<file path="src/rtl/id_ex_stage.sv">
// ID/EX pipeline register with load-use hazard detection.
// Flush inserts a bubble, Hold freezes EX, and load-use bubbles are counted.
module id_ex_stage #(
    parameter int DW   = 32,
    parameter int CNTW = 16
) (
    input  logic            Clk,
    input  logic            Rst,
    input  logic [5:0]      ID_OpCode,
    input  logic            ID_RegWrite,
    input  logic            ID_ALUSrc1Mux,
    input  logic [1:0]      ID_RegDestMux,
    input  logic [1:0]      ID_MemRead,
    input  logic [1:0]      ID_MemWrite,
    input  logic [2:0]      ID_MemToRegMux,
    input  logic [4:0]      ID_ALUOp,
    input  logic [DW-1:0]   ID_ReadData1,
    input  logic [DW-1:0]   ID_ReadData2,
    input  logic [DW-1:0]   ID_Imm,
    input  logic [DW-1:0]   ID_PCPlus4,
    input  logic [4:0]      ID_Rs,
    input  logic [4:0]      ID_Rt,
    input  logic [4:0]      ID_Rd,
    input  logic [4:0]      ID_Shamt,
    input  logic            Flush,
    input  logic            Hold,
    output logic            EX_RegWrite,
    output logic            EX_ALUSrc1Mux,
    output logic [1:0]      EX_RegDestMux,
    output logic [1:0]      EX_MemRead,
    output logic [1:0]      EX_MemWrite,
    output logic [2:0]      EX_MemToRegMux,
    output logic [4:0]      EX_ALUOp,
    output logic [DW-1:0]   EX_ReadData1,
    output logic [DW-1:0]   EX_ReadData2,
    output logic [DW-1:0]   EX_Imm,
    output logic [DW-1:0]   EX_PCPlus4,
    output logic [4:0]      EX_Rs,
    output logic [4:0]      EX_Rt,
    output logic [4:0]      EX_Rd,
    output logic [4:0]      EX_Shamt,
    output logic [4:0]      EX_WriteReg,
    output logic            EX_Valid,
    output logic            Stall,
    output logic [CNTW-1:0] BubbleCount
);

    typedef struct packed {
        logic          rw;
        logic          a1;
        logic [1:0]    rdm;
        logic [1:0]    mr;
        logic [1:0]    mw;
        logic [2:0]    m2r;
        logic [4:0]    aluop;
        logic [DW-1:0] rd1;
        logic [DW-1:0] rd2;
        logic [DW-1:0] imm;
        logic [DW-1:0] pc4;
        logic [4:0]    rs;
        logic [4:0]    rt;
        logic [4:0]    rd;
        logic [4:0]    sh;
        logic [4:0]    wr;
        logic          v;
    } ex_t;

    ex_t             r_ex;
    ex_t             w_id;
    logic [CNTW-1:0] r_bc;
    logic [4:0]      w_wreg;
    logic            w_uses_rs;
    logic            w_uses_rt;
    logic            w_rs_hit;
    logic            w_rt_hit;
    logic            w_load_use;

    always_comb begin
        w_wreg = 5'd0;
        unique case (ID_RegDestMux)
            2'd0: w_wreg = ID_Rt;
            2'd1: w_wreg = ID_Rd;
            2'd2: w_wreg = 5'd31;
            2'd3: w_wreg = 5'd0;
        endcase
        if (!ID_RegWrite) w_wreg = 5'd0;
    end

    assign w_uses_rs = !(ID_OpCode inside {6'b000010, 6'b000011, 6'b001111});
    assign w_uses_rt = ID_OpCode inside {6'b000000, 6'b011100, 6'b011111,
                                         6'b000100, 6'b000101, 6'b101011,
                                         6'b101000, 6'b101001};

    assign w_rs_hit = w_uses_rs && (ID_Rs == r_ex.wr);
    assign w_rt_hit = w_uses_rt && (ID_Rt == r_ex.wr);

    // Register 0 is excluded through the wr != 0 term
    assign w_load_use = r_ex.v && (r_ex.mr != 2'd0) && (r_ex.wr != 5'd0)
                        && (w_rs_hit || w_rt_hit);

    always_comb begin
        w_id       = '0;
        w_id.rw    = ID_RegWrite;
        w_id.a1    = ID_ALUSrc1Mux;
        w_id.rdm   = ID_RegDestMux;
        w_id.mr    = ID_MemRead;
        w_id.mw    = ID_MemWrite;
        w_id.m2r   = ID_MemToRegMux;
        w_id.aluop = ID_ALUOp;
        w_id.rd1   = ID_ReadData1;
        w_id.rd2   = ID_ReadData2;
        w_id.imm   = ID_Imm;
        w_id.pc4   = ID_PCPlus4;
        w_id.rs    = ID_Rs;
        w_id.rt    = ID_Rt;
        w_id.rd    = ID_Rd;
        w_id.sh    = ID_Shamt;
        w_id.wr    = w_wreg;
        w_id.v     = 1'b1;
    end

    always_ff @(posedge Clk) begin
        if (!Rst) begin
            r_ex <= '0;
            r_bc <= '0;
        end else if (Flush) begin
            r_ex <= '0;
        end else if (Hold) begin
            r_ex <= r_ex;
        end else if (w_load_use) begin
            r_ex <= '0;
            if (r_bc != {CNTW{1'b1}}) r_bc <= r_bc + CNTW'(1);
        end else begin
            r_ex <= w_id;
        end
    end

    assign Stall          = (w_load_use || Hold) && Rst;
    assign BubbleCount    = r_bc;
    assign EX_RegWrite    = r_ex.rw;
    assign EX_ALUSrc1Mux  = r_ex.a1;
    assign EX_RegDestMux  = r_ex.rdm;
    assign EX_MemRead     = r_ex.mr;
    assign EX_MemWrite    = r_ex.mw;
    assign EX_MemToRegMux = r_ex.m2r;
    assign EX_ALUOp       = r_ex.aluop;
    assign EX_ReadData1   = r_ex.rd1;
    assign EX_ReadData2   = r_ex.rd2;
    assign EX_Imm         = r_ex.imm;
    assign EX_PCPlus4     = r_ex.pc4;
    assign EX_Rs          = r_ex.rs;
    assign EX_Rt          = r_ex.rt;
    assign EX_Rd          = r_ex.rd;
    assign EX_Shamt       = r_ex.sh;
    assign EX_WriteReg    = r_ex.wr;
    assign EX_Valid       = r_ex.v;

endmodule

</file>
<file path="config.mk">
export PLATFORM = sky130hd
export DESIGN_NAME = id_ex_stage
export DESIGN_NICKNAME = d
export VERILOG_FILES = /design/src/rtl/id_ex_stage.sv
export SDC_FILE = /design/constraint.sdc
export NUM_CORES = 1
export LEC_CHECK = 0
export BUFFER_PORTS_ARGS = -buffer_cell sky130_fd_sc_hd__buf_4
export CORE_AREA = 2 2 142 144
export DETAILED_ROUTE_END_ITERATION = 10
export DIE_AREA = 0 0 144 146
export GPL_TIMING_DRIVEN = 0
export HOLD_SLACK_MARGIN = 0.05
export SLEW_MARGIN = 5
export SYNTH_ARGS = -nofsm -noshare
export SYNTH_HDL_FRONTEND = slang
export SYNTH_SLANG_ARGS = --single-unit
export TNS_END_PERCENT = 1
</file>
<file path="constraint.sdc">
create_clock -name Clk -period 3 [get_ports Clk]
set_input_delay 0.6 -clock Clk [delete_from_list [all_inputs] [get_ports Clk]]
set_output_delay 0.6 -clock Clk [all_outputs]
set_load 0.03 [all_outputs]
</file>
# Word level (Yosys, flattened, before mapping)
# Index checks and enable logic that the tools add are counted.
[op_classes]
add_sub_neg = 1
eq_ne = 16
n_mux = 3
bitwise_logic = 3
n_reduce_logical = 17
[op_table]
columns = ["cell", "n"]
rows = [
  ["170-bit 2-to-1 mux", 1],
  ["5-bit one-hot mux with 4 select lines", 1],
  ["6-bit equality test, second input constant", 3],
  ["16-bit by 1-bit adder with 16-bit output, second input constant", 1],
  ["16-bit != test, second input constant", 1],
  ["6-bit by 2-bit equality test with 1-bit output, second input constant", 2],
  ["6-bit by 3-bit equality test with 1-bit output, second input constant", 2],
  ["6-bit by 5-bit equality test with 1-bit output, second input constant", 2],
  ["5-bit equality test", 2],
  ["8-bit nonzero test", 1],
  ["6-bit by 4-bit equality test with 1-bit output, second input constant", 1],
  ["1-bit logical AND", 6],
  ["6-bit zero test", 1],
  ["5-bit 2-to-1 mux", 1],
  ["5-bit nonzero test", 1],
  ["2-bit equality test, second input constant", 2],
  ["4-bit AND reduction", 1],
  ["1-bit inverter", 3],
  ["3-bit nonzero test", 1],
  ["2-bit by 1-bit equality test with 1-bit output, second input constant", 1],
  ["2-bit zero test", 1],
  ["1-bit logical OR", 2],
  ["2-bit nonzero test", 1],
  ["2-bit OR reduction", 1],
  ["1-bit zero test", 1],
]
[word_totals]
register_bits = 186
inputBits = 174
output_inout_bits = 187
elab_cells = 58

# Depth between registers and ports, before layout
[logic_depth]
ltp_word = 8
mapped_depth = 9
depth_no_buf = 7

# Worst setup path before layout
# Ideal clock, no wire load.
[synth_path]
kind = "input to output"
from = "input port ID_OpCode[2]"
to = "output port Stall"
arrival_time_ps = 2125
required_ps = 2400
setup_slack_ps = 275
cell_stages = 8
path_buffers = 2
path_cell_list = "and3_1 o211a_1 nor4_2 a31oi_1 clkbuf_1 clkbuf_1 nor2_1 o21a_1"
[synth_between]
elab_chain_cells = 8
word_cells_on_any_way = 20
classes_between = "eq/ne: 10; reduce/logical: 10"
[synth_lines]
columns = ["item", "line", "source"]
rows = [
  ["start, declared", "9", "input logic [5:0] ID_OpCode,"],
  ["6-bit by 2-bit equality test with 1-bit output or 6-bit by 4-bit equality test with 1-bit output (tied branches)", "89", "assign w_uses_rs = !(ID_OpCode inside {6'b000010, 6'b000011, 6'b001111});"],
  ["3-bit nonzero test", "89", ""],
  ["1-bit zero test", "89", ""],
  ["1-bit logical AND", "94", "assign w_rs_hit = w_uses_rs && (ID_Rs == r_ex.wr);"],
  ["1-bit logical OR *", "99", "&& (w_rs_hit || w_rt_hit);"],
  ["1-bit logical AND *", "99", ""],
  ["1-bit logical OR *", "138", "assign Stall = (w_load_use || Hold) && Rst;"],
  ["1-bit logical AND *", "138", ""],
  ["end, declared", "44", "output logic Stall,"],
]
# Every way passes the cells marked *; elsewhere a longest branch is shown, timed or not.

# Worst setup path in the final report
[layout_path]
from = "register r_ex (netlist bit EX_WriteReg[4])"
to = "output port Stall"
[layout_between]
elab_chain_cells = 6
word_cells_on_any_way = 10
classes_between = "eq/ne: 2; reduce/logical: 8"
[layout_lines]
columns = ["item", "line", "source"]
rows = [
  ["start, declared", "68", "ex_t r_ex;"],
  ["start signal, assigned", "129", "r_ex <= r_ex;"],
  ["start signal, assigned", "134", "r_ex <= w_id;"],
  ["5-bit equality test, on equally long branches", "94, 95", ""],
  ["1-bit logical AND, on equally long branches", "94, 95", ""],
  ["1-bit logical OR", "99", ""],
  ["1-bit logical AND *", "99", ""],
  ["1-bit logical OR *", "138", ""],
  ["1-bit logical AND *", "138", ""],
]
# Marks and branches as above.

==> qor.txt <==
commonest cells after routing, fill and taps aside - 360 x buf_4, 184 x dfxtp_1, 164 x a22o_1
largest net degree at the start of global routing - 18
std cell rows - 51
Hold Violations, Final - 0
post-synthesis sequential area ratio - 0.593
synth unique cells - 39
Initial Util - 0.325
Placer Congestion - 0.800
Post-Syn Nets - 706
top cell type's share of synthesized area - 0.593
Buf/Inv on CP - 2
Antenna Cells - 0
multi-input logic area - 0.00231 mm^2
synthesized cell area - 0.00628 mm^2
leading area contributor after synthesis - dfxtp_1
share of cells above drive strength 1 - 0.451
most common cell after layout, fill and taps aside - buf_4
Synth area leaders - dfxtp_1 59%, a22o_1 23%, buf_6 2.0%
area delta synth->final - 57.3%
period utilization - 0.929
post-layout min period - 2790 ps
max cap viols - 0
Mapped Cells - 531
Synth Warn # - 0
CP max stage delay - 350 ps
HPWL after detailed placement - 16400 um
final wirelength - 21500 um
Avg Inst Size Synth - 11.8 um^2
final max-slew violation count - 0
ys flop type - dfxtp_1
initial antenna violation count - 0
Post-DRT Antenna Nets - 0
worst setup path class - register to output pin
I/O Buffers - 360
Nets - 1084
later-pin clock latency in the skew report - 430 ps
ys async rst share - 0
Die Wd - 144 um
Seq cells post-synth - 186
slowest cell on the critical path - dfxtp_2
Die Ht - 146 um
CTS tree - built
via-per-instance ratio - 4.81
global route overflow - 0
post-DR wirelength/cell - 18.2 um
Setup TNS Final - 0 ps
CTS Buf Count - 17
RSZ-0062 raised after global routing - no
H-tree depth - 4
global-route wire length before repair - 31500 um
DR vias - 5713
Die Area - 0.0210 mm^2
total core area - 0.0193 mm^2
worst-path fanout max - 19
FMAX - 359 MHz
# setup viols final - 0
Slew @ Worst Pin - 732 ps
Post-DP Area - 0.00932 mm^2
Post-Route Skew - 14.3 ps
root buffer cell - clkbuf_16
Iteration-0 DRC Markers - 230
VDD IR-drop max - 0.000341 V
vias in the first global route - 5358
worst path required time - 2400 ps
EDFF count, synth - 0
Leak - 4.52 nW
PwrDens - 547 mW/mm^2
status - finished, final reports clean
final hold slack - 376 ps
Clock Pin Slew Worst Setup and Hold Paths - 80 ps
number of fill cells - 1826
number of clock sinks - 186
Max-slew headroom - 0.510
worst path arrival time - 2190 ps
drt first pass iters - 4
CP Launch Type - register
top-level I/O count - 361
post-route cell area - 0.00989 mm^2
CTS hold repair buffers - 0
Sequential Area - 0.00373 mm^2
CTS max path bufs - 2
crit-path cells - xnor2_1 > nand3_1 > nor4_4 > a31oi_2 > clkbuf_4 > nor2_1 > o21a_1 > buf_4
drt drc - 0
CP top delay family - simple AND/OR/NAND/NOR gates
GR Util All Layers - 0.196
Critical Path End Type - output pin
min-delay worst type - input port to register
==> cells by family after synthesis <==
logic type,synth area share
compound gates,0.282
xor+xnor,0.0139
fa+ha+maj,0.00199
buf+inv,0.0428
flops,0.593
mux,0.00159
simple gates,0.0647
==> per-stage QoR <==
step           setup slack [ps]  total power [mW]  utilization  instances
2_1_floorplan               275              2.94            -        531
3_3_place_gp               -315              3.30        0.482       1156
3_5_place_dp               -299              3.31        0.482       1156
4_1_cts                    1.16              5.47        0.511       1188
5_1_grt                    2.68              5.62        0.511       1187
6_report                    213              5.41        0.511       1187
==> power by group <==
group / internal (mW) / switching [mW] / leakage (nW)
sequential: 2.54 / 0.0442 / 1.51
clock: 1.11 / 1.05 / 0.260
combinational: 0.325 / 0.338 / 2.74
total: 3.98 / 1.43 / 4.52
==> synth_stat cells (all sizes together) (2+ instances only) <==
master	number
xor2	7
nand4	7
nor4	2
dfxtp	186
inv	4
a22o	164
o211a	2
nor3	7
nand2b	7
o31ai	11
or4	12
nor2	10
xnor2	3
nand3	7
nand2	10
a21oi	21
o21ai	5
a32o	5
or3	2
buf	19
clkbuf	24
==> worst register-to-register path: cells and delay by family, from the launching register on <==
family / cells / cell delay (ps)
compound gates: 3 / 770
flops: 1 / 380
simple gates: 1 / 520
buf+inv: 3 / 640
==> layer usage <==
metal	GRT usage	wire length [um]	up-vias	part of all wire
met3	0.0632	1600	14	0.074
met1	0.255	9500	2660	0.44
met2	0.317	10200	225	0.47
met4	0.0441	237	0	0.011
li1	-	-	2814	-
met5	0	0	-	0
==> flip-flops by register name (all words and copies together) (netlist names), 16 cells and up <==
register	count
EX_ReadData1	32
EX_Imm	32
EX_ReadData2	32
BubbleCount	16
EX_PCPlus4	32
==> final cells by class <==
| class | count | area share |
|---|---|---|
| sequential | 186 | 0.377 |
| timing repair buffer | 360 | 0.273 |
| multi-input combinational | 298 | 0.233 |
| clock buffer | 20 | 0.0452 |
| tap | 265 | 0.0335 |
| buffer | 42 | 0.0257 |
| clock inverter | 12 | 0.0105 |
| inverter | 4 | 0.00152 |
==> final timing paths <==
path                                                  start                           to  slack (ps)  cells after the start
worst max-delay path            EX_WriteReg[4]$_SDFFE_PP0N_                        Stall         210                      8
worst min-delay path                              ID_Imm[1]       EX_Imm[1]$_SDFFE_PP0N_         380                      2
worst max register to register  EX_WriteReg[1]$_SDFFE_PP0N_  EX_PCPlus4[19]$_SDFFE_PP0N_         640                      7
worst min register to register   EX_PCPlus4[6]$_SDFFE_PP0N_   EX_PCPlus4[6]$_SDFFE_PP0N_         480                      1
==> timing repair <==
item,CTS,global route
hold endpoints to repair,0,0
setup buffers,0,0
resized for setup,6,1
endpoints found under the setup margin,1,1
(Power assumes the default switching activity.)
